--- src/rtl/ads127l1x_tdm_frame_deserializer_if.sv ---
// Delivery bus carrying one complete set of channel packets from the TDM deserializer.
interface ads127l1x_tdm_frame_deserializer_if #(
    parameter int unsigned CHANNEL_COUNT   = 8,
    parameter int unsigned BITS_PER_PACKET = 24
);
    localparam int unsigned PKT_W = CHANNEL_COUNT * BITS_PER_PACKET;

    logic [PKT_W-1:0] packets_out;
    logic             packets_valid;

    modport master (output packets_out, output packets_valid);
    modport slave  (input  packets_out, input  packets_valid);
endinterface

--- src/rtl/ads127l1x_tdm_frame_deserializer.sv ---
// ADS127L14/L18 TDM DATA-port deserializer: FSYNC-framed lane shifters, frame-integrity
// checks and frame-length measurement, delivering all channels on one flat strobed bus.
module ads127l1x_tdm_frame_deserializer #(
    parameter int unsigned CHANNEL_COUNT   = 8,
    parameter int unsigned LANE_COUNT      = 8,
    parameter int unsigned BITS_PER_PACKET = 24,
    parameter int unsigned FRAME_CNT_W     = 16,
    parameter int unsigned FLEN_W          = 12
) (
    input  logic                   ADC_DCLK,
    input  logic                   RESET,
    input  logic                   ADC_FSYNC,
    input  logic [LANE_COUNT-1:0]  ADC_DOUT,
    input  logic                   err_clr,
    ads127l1x_tdm_frame_deserializer_if.master pkt,
    output logic [FRAME_CNT_W-1:0] frame_count,
    output logic [FLEN_W-1:0]      frame_dclks,
    output logic                   locked,
    output logic                   short_frame_err,
    output logic                   len_change_err
);
    localparam int unsigned CPL       = CHANNEL_COUNT / LANE_COUNT;
    localparam int unsigned DATA_BITS = CPL * BITS_PER_PACKET;
    localparam int unsigned PKT_W     = CHANNEL_COUNT * BITS_PER_PACKET;
    localparam int unsigned CNT_W     = $clog2(DATA_BITS);
    localparam logic [CNT_W-1:0] LAST_BIT = CNT_W'(DATA_BITS - 1);

    generate
        if (!((CHANNEL_COUNT == 4) || (CHANNEL_COUNT == 8)) ||
            !((LANE_COUNT == 1) || (LANE_COUNT == 2) || (LANE_COUNT == 4) || (LANE_COUNT == 8)) ||
            (LANE_COUNT > CHANNEL_COUNT) || ((CHANNEL_COUNT % LANE_COUNT) != 0) ||
            !((BITS_PER_PACKET == 16) || (BITS_PER_PACKET == 24) ||
              (BITS_PER_PACKET == 32) || (BITS_PER_PACKET == 40))) begin : g_bad_cfg
            $error("ads127l1x_tdm_frame_deserializer: illegal channel/lane/packet configuration");
        end
    endgenerate

    typedef enum logic [1:0] {ST_IDLE, ST_SHIFT, ST_LATCH, ST_WAIT} state_t;

    state_t                 state_q;
    logic                   fsync_q;
    logic [CNT_W-1:0]       bit_cnt_q;
    logic [FLEN_W-1:0]      len_q;
    logic [1:0]             rise_cnt_q;
    logic [PKT_W-1:0]       packets_q;
    logic                   valid_q;
    logic [FRAME_CNT_W-1:0] frame_cnt_q;
    logic [FLEN_W-1:0]      frame_dclks_q;
    logic                   locked_q;
    logic                   short_err_q;
    logic                   len_err_q;
    logic [DATA_BITS-1:0]   sh_q [LANE_COUNT];
    logic [PKT_W-1:0]       decoded;
    logic                   rise;
    logic                   short_set;
    logic                   len_set;

    assign rise      = ADC_FSYNC & ~fsync_q;
    assign short_set = rise && (state_q == ST_SHIFT);
    assign len_set   = rise && locked_q && (rise_cnt_q == 2'd2) && (len_q != frame_dclks_q);

    // Lane l holds channels l*CPL.. in arrival order, so the earliest channel sits at the top.
    for (genvar l = 0; l < LANE_COUNT; l++) begin : g_lane
        always_ff @(posedge ADC_DCLK) begin
            if (RESET) begin
                sh_q[l] <= '0;
            end else begin
                sh_q[l] <= {sh_q[l][DATA_BITS-2:0], ADC_DOUT[l]};
            end
        end
        for (genvar k = 0; k < CPL; k++) begin : g_ch
            assign decoded[(l*CPL+k)*BITS_PER_PACKET +: BITS_PER_PACKET] =
                sh_q[l][(CPL-1-k)*BITS_PER_PACKET +: BITS_PER_PACKET];
        end
    end

    always_ff @(posedge ADC_DCLK) begin
        if (RESET) begin
            state_q       <= ST_IDLE;
            fsync_q       <= 1'b1;
            bit_cnt_q     <= '0;
            len_q         <= '0;
            rise_cnt_q    <= '0;
            packets_q     <= '0;
            valid_q       <= 1'b0;
            frame_cnt_q   <= '0;
            frame_dclks_q <= '0;
            locked_q      <= 1'b0;
            short_err_q   <= 1'b0;
            len_err_q     <= 1'b0;
        end else begin
            fsync_q <= ADC_FSYNC;
            valid_q <= 1'b0;

            // Frame length counts the rise cycle as 1 and saturates.
            if (rise) begin
                len_q <= FLEN_W'(1);
            end else if (len_q != '1) begin
                len_q <= len_q + FLEN_W'(1);
            end
            if (rise) begin
                if (rise_cnt_q != 2'd0) begin
                    frame_dclks_q <= len_q;
                end
                if (rise_cnt_q != 2'd2) begin
                    rise_cnt_q <= rise_cnt_q + 2'd1;
                end
            end

            short_err_q <= short_set | (short_err_q & ~err_clr);
            len_err_q   <= len_set | (len_err_q & ~err_clr);

            // bit_cnt_q holds the number of bits already captured in the current frame.
            case (state_q)
                ST_IDLE, ST_WAIT: begin
                    if (rise) begin
                        state_q   <= ST_SHIFT;
                        bit_cnt_q <= CNT_W'(1);
                    end
                end
                ST_SHIFT: begin
                    if (rise) begin
                        bit_cnt_q <= CNT_W'(1);
                    end else if (bit_cnt_q == LAST_BIT) begin
                        state_q <= ST_LATCH;
                    end else begin
                        bit_cnt_q <= bit_cnt_q + CNT_W'(1);
                    end
                end
                ST_LATCH: begin
                    packets_q   <= decoded;
                    valid_q     <= 1'b1;
                    frame_cnt_q <= frame_cnt_q + FRAME_CNT_W'(1);
                    locked_q    <= 1'b1;
                    if (rise) begin
                        state_q   <= ST_SHIFT;
                        bit_cnt_q <= CNT_W'(1);
                    end else begin
                        state_q <= ST_WAIT;
                    end
                end
                default: state_q <= ST_IDLE;
            endcase
        end
    end

    assign pkt.packets_out   = packets_q;
    assign pkt.packets_valid = valid_q;
    assign frame_count       = frame_cnt_q;
    assign frame_dclks       = frame_dclks_q;
    assign locked            = locked_q;
    assign short_frame_err   = short_err_q;
    assign len_change_err    = len_err_q;
endmodule

--- src/flat_wrapper.sv ---
// flat-port wrapper written by rule: the top's interface ports become plain ports
module ads127l1x_tdm_frame_deserializer_flat 
#(
    parameter int unsigned CHANNEL_COUNT   = 8,
    parameter int unsigned LANE_COUNT      = 8,
    parameter int unsigned BITS_PER_PACKET = 24,
    parameter int unsigned FRAME_CNT_W     = 16,
    parameter int unsigned FLEN_W          = 12
)
  (ADC_DCLK, RESET, ADC_FSYNC, ADC_DOUT, err_clr, frame_count, frame_dclks, locked, short_frame_err, len_change_err, pkt_packets_out, pkt_packets_valid);
  ads127l1x_tdm_frame_deserializer_if #(.CHANNEL_COUNT(CHANNEL_COUNT), .BITS_PER_PACKET(BITS_PER_PACKET)) pkt_i ();
  input  logic ADC_DCLK;
  input  logic RESET;
  input  logic ADC_FSYNC;
  input  logic [LANE_COUNT-1:0] ADC_DOUT;
  input  logic err_clr;
  output logic [FRAME_CNT_W-1:0] frame_count;
  output logic [FLEN_W-1:0] frame_dclks;
  output logic locked;
  output logic short_frame_err;
  output logic len_change_err;
  output wire logic [$bits(pkt_i.packets_out)-1:0] pkt_packets_out;
  output wire logic [$bits(pkt_i.packets_valid)-1:0] pkt_packets_valid;
  assign pkt_packets_out = pkt_i.packets_out;
  assign pkt_packets_valid = pkt_i.packets_valid;
  ads127l1x_tdm_frame_deserializer #(.CHANNEL_COUNT(CHANNEL_COUNT), .LANE_COUNT(LANE_COUNT), .BITS_PER_PACKET(BITS_PER_PACKET), .FRAME_CNT_W(FRAME_CNT_W), .FLEN_W(FLEN_W)) u_core (.ADC_DCLK(ADC_DCLK), .RESET(RESET), .ADC_FSYNC(ADC_FSYNC), .ADC_DOUT(ADC_DOUT), .err_clr(err_clr), .pkt(pkt_i), .frame_count(frame_count), .frame_dclks(frame_dclks), .locked(locked), .short_frame_err(short_frame_err), .len_change_err(len_change_err));
endmodule
--- config.mk ---
export PLATFORM = sky130hd
export DESIGN_NAME = ads127l1x_tdm_frame_deserializer_flat
export DESIGN_NICKNAME = d
export VERILOG_FILES = /design/src/rtl/ads127l1x_tdm_frame_deserializer_if.sv /design/src/rtl/ads127l1x_tdm_frame_deserializer.sv /design/src/flat_wrapper.sv
export SDC_FILE = /design/constraint.sdc
export NUM_CORES = 1
export LEC_CHECK = 0
export CORE_UTILIZATION = 57
export DETAILED_ROUTE_END_ITERATION = 12
export PLACE_DENSITY = 0.85
export SKIP_LAST_GASP = 1
export SLEW_MARGIN = 20
export SYNTH_ARGS = -nofsm -noshare
export SYNTH_HDL_FRONTEND = slang
export SYNTH_SLANG_ARGS = --single-unit
--- constraint.sdc ---
create_clock -name ADC_DCLK -period 2.85 [get_ports ADC_DCLK]
set_input_delay 0.855 -clock ADC_DCLK [delete_from_list [all_inputs] [get_ports ADC_DCLK]]
set_output_delay 0.855 -clock ADC_DCLK [all_outputs]
set_load 0.05 [all_outputs]
==> results of run 1 <==
## worst register-to-register path, stage by stage (launching register included)
cell     delay, ps
dfxtp_1        450
ha_1           290
nand4_4        170
nor4_4         510
mux2i_1        270
nor2_2          40
## flip-flops by register name, summed over array words and instances, names as in the netlist
name                      cells
u_core.bit_cnt_q              5
u_core.frame_count           16
u_core.frame_dclks           12
u_core.fsync_q                1
u_core.len_change_err         1
u_core.len_q                 12
u_core.locked                 1
u_core.pkt.packets_out      192
u_core.pkt.packets_valid      1
u_core.rise_cnt_q             2
u_core.sh_q                 192
u_core.short_frame_err        1
u_core.state_q                2
## how the worst max path moves through the flow
stage	endpoint	cells after the start
2_1_floorplan	u_core.pkt.packets_out[36]	5
3_3_place_gp	u_core.frame_dclks[4]	7
3_5_place_dp	u_core.frame_dclks[4]	7
4_1_cts	frame_count[0]	1
5_1_grt	frame_count[5]	1
6_report	frame_count[5]	1
## metal layers
layer	routed length, microns	vias to the layer above	global-route usage (%)
met2	13700	238	37.8
met4	684	0	6.93
li1	-	4704	-
met3	2300	50	7.70
met1	12700	4465	26.9
met5	0	-	0
## logic make-up (layout without fill, tap and decap cells)
family                   after synthesis  after routing  share of synthesized area (%)
AO/OA/AOI/OAI                         55             55                           2.08
flip-flops                           438            438                           61.3
multiplexers                         195            195                           13.6
buffers and inverters                 89            329                           2.64
adder cells (fa/ha/maj)                8              8                          0.699
AND/OR/NAND/NOR                      497            497                           17.7
XOR/XNOR                              33             33                           2.02
## cells in the mapped netlist (all sizes together)
| master | n |
|---|---|
| nand2 | 22 |
| a311oi | 1 |
| o211ai | 1 |
| or3 | 6 |
| mux2i | 195 |
| nor4 | 6 |
| inv | 7 |
| xor2 | 18 |
| nor3 | 6 |
| nor2b | 196 |
| ha | 8 |
| a41oi | 1 |
| and3 | 4 |
| clkbuf | 45 |
| and4 | 3 |
| buf | 37 |
| o21ai | 19 |
| a21oi | 29 |
| dfxtp | 438 |
| a211oi | 1 |
| nand4 | 11 |
| nand2b | 3 |
| nand4b | 1 |
| xnor2 | 15 |
| a221oi | 1 |
| nor2 | 225 |
| o31ai | 1 |
| or2 | 2 |
| o41ai | 1 |
| nand3 | 12 |
## power by group through the flow
stage	logic (mW)	registers, mW	clock network [mW]
2_1_floorplan	0.823	6.47	0
3_3_place_gp	1.16	6.38	0
3_5_place_dp	1.16	6.38	0
4_1_cts	1.17	6.25	5.93
5_1_grt	1.23	6.26	6.20
6_report	1.16	6.25	5.81
## cell type report
type                       instances  area [sq um]  share of cell area (%)
clock buffer                      59          1270                    6.89
inverter                           7          26.3                   0.143
multi-input combinational        788          5180                    28.2
sequential                       438          8770                    47.7
tap                              324           405                    2.21
timing repair buffer             246          2500                    13.6
clock inverter                    17           226                    1.23
## metrics by stage
step / power (mW) / setup WS (ps)
2_1_floorplan: 7.30 / 951
4_1_cts: 13.3 / 125
3_5_place_dp: 7.55 / 458
3_3_place_gp: 7.54 / 506
6_report: 13.2 / 139
5_1_grt: 13.7 / 83.0
==> run metrics, run 1 <==
status=complete, no violations; core area=24500 sq um; 1st-pass router iterations=4; Clk pwr share=44.0%; Finished Layout Cells=1879; CP bufs+invs=1; starting density of the core=58.5%; Worst R2R Start=u_core.len_q[0]; mapped cell area=14300 sq um; synthesized instance count=1315; die area=25700 sq um; ranking of synthesized cells by area=dfxtp_1 61%, mux2i_1 14%, nor2b_1 8.6%; final hold slack=459 ps; total CTS buffers=43; power density cells=720 nW/um^2; Root Buffer=clkbuf_16; syn_area_per_cell=10.9 sq um; RSZ-0062 raised after global routing=false; H-tree levels=2; TritonCTS clock tree=built; first-pass GRT wire length=47.5 mm; vias in the first global route=9463; CP max stage cell=clkdlybuf4s50_1; Net Sw Frac=22.7%; r2r setup slk=1000 ps; actual slew at the worst max-slew pin=743 ps; Tot GR Track Use=22.4%; layout cell share with drive strength beyond 1=5.85%; Final Critical Period=2710 ps; Fin. Hold Viols=0; worst-path cell chain=clkdlybuf4s50_1; Iteration-0 DRC Markers=436; Area Overhead vs Synth=28.4%; Int Power=10.2 mW; Startpoint Class=flip-flop; share of power burned in registers=47.3%; Critical Path RT=2000 ps; GR Overflow Total=0; gpl congestion=0.815; CP Data Arrival Time=1860 ps; Fillers=1624; crit share post-route=95.1%; # setup viols final=0; DRC viols=0; most common cell after layout, fill and taps aside=dfxtp_1; CTS resizes=0; Final Instance Area=18400 sq um; Ports=236; relative slew slack=50.5%; IO buf count=235; Die Wd=160 microns; DR WL/cell=15.6 microns; Layout Utilization=75.1%; Leakage=6.68 nW; Critical path origin=u_core.frame_count[5]; worst clock skew=14.5 ps; row cnt=57; Detail Placement HPWL=17.9 mm; placed insts=1803; max cap viols=0; initial antenna violation count=0; most area-hungry cell type in the Yosys netlist=dfxtp_1; largest net degree at the start of global routing=138; cell family with most CP delay=buffers and inverters; crit end category=primary output; top cell type's share of synthesized area=61.3%; register area share after synthesis=61.3%; Worst R2R Path Depth=5; Worst-path clk slew=60 ps; final WL=29.4 mm; vias=9457; post-synth net total=1335; post-synthesis register bit count=438; Highest Clock Rate=0.369 GHz; hold path startpoint=u_core.sh_q[1][43]; post-route ant nets=0; crit path max fanout=6; postcts setup bufs=0; worst ir drop on vdd=583 uV; commonest non-fill, non-tap cells in the layout=438 x dfxtp_1, 234 x clkdlybuf4s50_1, 224 x nor2_1, 196 x nor2b_1, 195 x mux2i_1; synth unique cells=36; R2R Path End=u_core.len_q[1]; total net switching power=3.00 mW; worst hold path depth=1; hold_buf cts=0; TNS Setup=0 ps; Final #Nets=1544; placed cell areas=16900 sq um; Logic pwr share=8.8%; Clock Latency Late Sink=520 ps; # clock sinks=438; clock tree buffer depth=3; synth warn=0; Die Span Y=160 microns; vias per std cell=5.03; Hold Crit Class=reg -> reg; Max Slew Vio Count=0; slowest stage delay, CP=860 ps; crit path kind=reg -> out; n_diodes=0; Hold Path End=u_core.sh_q[1][44]
Power figures use the tool's default switching activity.
==> run 2, diff against run 1 <==
==> constraint.sdc (replaced) <==
create_clock -name ADC_DCLK -period 2.85 [get_ports ADC_DCLK]
set_input_delay 0.285 -clock ADC_DCLK [delete_from_list [all_inputs] [get_ports ADC_DCLK]]
set_output_delay 0.285 -clock ADC_DCLK [all_outputs]
set_load 0.05 [all_outputs]
==> run metrics, run 2 (synthesis results as in run 1) <==
status=complete, no violations; initial antenna violation count=0 (unchanged); slowest stage delay, CP=890 ps (+30 ps); crit path max fanout=6 (unchanged); power density cells=699 nW/um^2 (-2.9%); worst-path cell chain=clkdlybuf4s50_1; Int Power=9.75 mW (-4.6%); n_diodes=0 (unchanged); hold_buf cts=0 (unchanged); largest net degree at the start of global routing=125 (-9.4%); TNS Setup=0 ps (unchanged); hold path startpoint=RESET; Die Wd=160 microns (unchanged); gpl congestion=0.804 (-1.4%); postcts setup bufs=0 (unchanged); total net switching power=2.95 mW (-1.5%); Die Span Y=160 microns (unchanged); GRT met3 Usage=7.64% (-0.052 points); share of power burned in registers=49.2% (+1.9 points); GR Overflow Total=0 (unchanged); Worst-path clk slew=60 ps (about the same); relative slew slack=49.9% (-0.55 points); first-pass GRT wire length=45.5 mm (-4.3%); Ports=236 (unchanged); R2R Path End=u_core.pkt.packets_out[80]; Logic pwr share=9.0% (+0.2 points); r2r setup slk=780 ps (-220 ps); Finished Layout Cells=1872 (-0.37%); final WL=28.1 mm (-4.2%); Iteration-0 DRC Markers=545 (+25%); RSZ-0062 raised after global routing=false; worst hold path depth=2 (+1); core area=24500 sq um (unchanged); total CTS buffers=43 (unchanged); CP bufs+invs=1 (unchanged); worst ir drop on vdd=562 uV (-3.7%); Detail Placement HPWL=17.4 mm (-2.9%); IO buf count=235 (unchanged); Final Critical Period=2180 ps (-530 ps); DR WL/cell=15.0 microns (-3.8%); Fin. Hold Viols=0 (unchanged); crit share post-route=76.5% (-19 points); post-layout power=12.7 mW (-3.9%); Hold Path End=u_core.pkt.packets_out[130]; placed insts=1797 (-0.33%); Final #Nets=1538 (-0.39%); # clock sinks=438 (unchanged); # setup viols final=0 (unchanged); most common cell after layout, fill and taps aside=dfxtp_1; commonest non-fill, non-tap cells in the layout=438 x dfxtp_1, 234 x clkdlybuf4s50_1, 224 x nor2_1, 196 x nor2b_1, 195 x mux2i_1; row cnt=57 (unchanged); Worst R2R Start=u_core.state_q[0]; Max Slew Vio Count=0 (unchanged); Critical Path RT=2570 ps (+570 ps); crit path kind=reg -> out; CP Data Arrival Time=1900 ps (+40 ps); CP max stage cell=clkdlybuf4s50_1; Root Buffer=clkbuf_16; 1st-pass router iterations=5 (+1); CTS resizes=0 (unchanged); Net Sw Frac=23.2% (+0.57 points); clock tree buffer depth=3 (unchanged); vias per std cell=5.07 (+0.73%); starting density of the core=58.5% (unchanged); grt met2 use=34.7% (-3.1 points); worst clock skew=12.7 ps (-1.79 ps); Startpoint Class=flip-flop; DRC viols=0 (unchanged); vias=9491 (+0.36%); die area=25700 sq um (unchanged); Clk pwr share=41.8% (-2.2 points); cell family with most CP delay=buffers and inverters; dpl ws=691 ps (+233 ps); Leakage=6.57 nW (-1.7%); final worst setup slack=670 ps (+530 ps); Top Usage Layer GRT=met2; layout cell share with drive strength beyond 1=4.72% (-1.1 points); Tot GR Track Use=21.4% (-1.0 points); TritonCTS clock tree=built; actual slew at the worst max-slew pin=748 ps (+5.43 ps); crit end category=primary output; Highest Clock Rate=0.459 GHz (+24%); max cap viols=0 (unchanged); Clock Latency Late Sink=530 ps (about the same); Worst R2R Path Depth=5 (unchanged); Area Overhead vs Synth=27.0%; H-tree levels=2 (unchanged); met1 GRT Util=26.6% (-0.32 points); vias in the first global route=9125 (-3.6%); post-route ant nets=0 (unchanged); Fillers=1623 (-0.062%); Hold Crit Class=in -> reg
run 2: through the flow:
stage,util (%),instance area (sq um),hold WS [ps]
global placement,68.8,16800,442
floorplan,-,14300,392
finish,74.3,18200,178
CTS,74.3,18200,163
detailed placement,68.8,16800,451
global route,74.3,18200,189
run 2: metal layers:
layer	vias to the layer above	part of all wire, %
met5	-	0
met4	0	2.1
met3	44	8.2
met2	233	45
met1	4516	44
li1	4698	-
run 2: cell type report:
type                    instances  area [sq um]  share of cell area [%]
well taps                     324           405                    2.23
clock buffers                  64          1240                    6.80
clock inverters                11          97.6                   0.537
repair buffers                240          2460                    13.5
inverters                       7          26.3                   0.145
multi-input cells             788          5180                    28.5
flip-flops and latches        438          8770                    48.3
run 2: worst max-delay path by stage:
stage                             endpoint                   from  cells after the start
floorplan           u_core.frame_count[12]  u_core.frame_count[0]                      5
global placement     u_core.frame_count[4]      u_core.state_q[0]                      6
detailed placement  u_core.frame_dclks[10]              ADC_FSYNC                      5
CTS                         frame_count[5]  u_core.frame_count[5]                      1
global route                frame_count[5]  u_core.frame_count[5]                      1
finish                      frame_count[5]  u_core.frame_count[5]                      1
run 2: power groups by stage:
stage	combinational [mW]	sequential [mW]	clock [mW]
4_1_cts	1.15	6.25	5.42
3_3_place_gp	1.14	6.38	0
2_1_floorplan	0.823	6.47	0
3_5_place_dp	1.14	6.38	0
6_report	1.15	6.25	5.31
5_1_grt	1.22	6.25	5.68
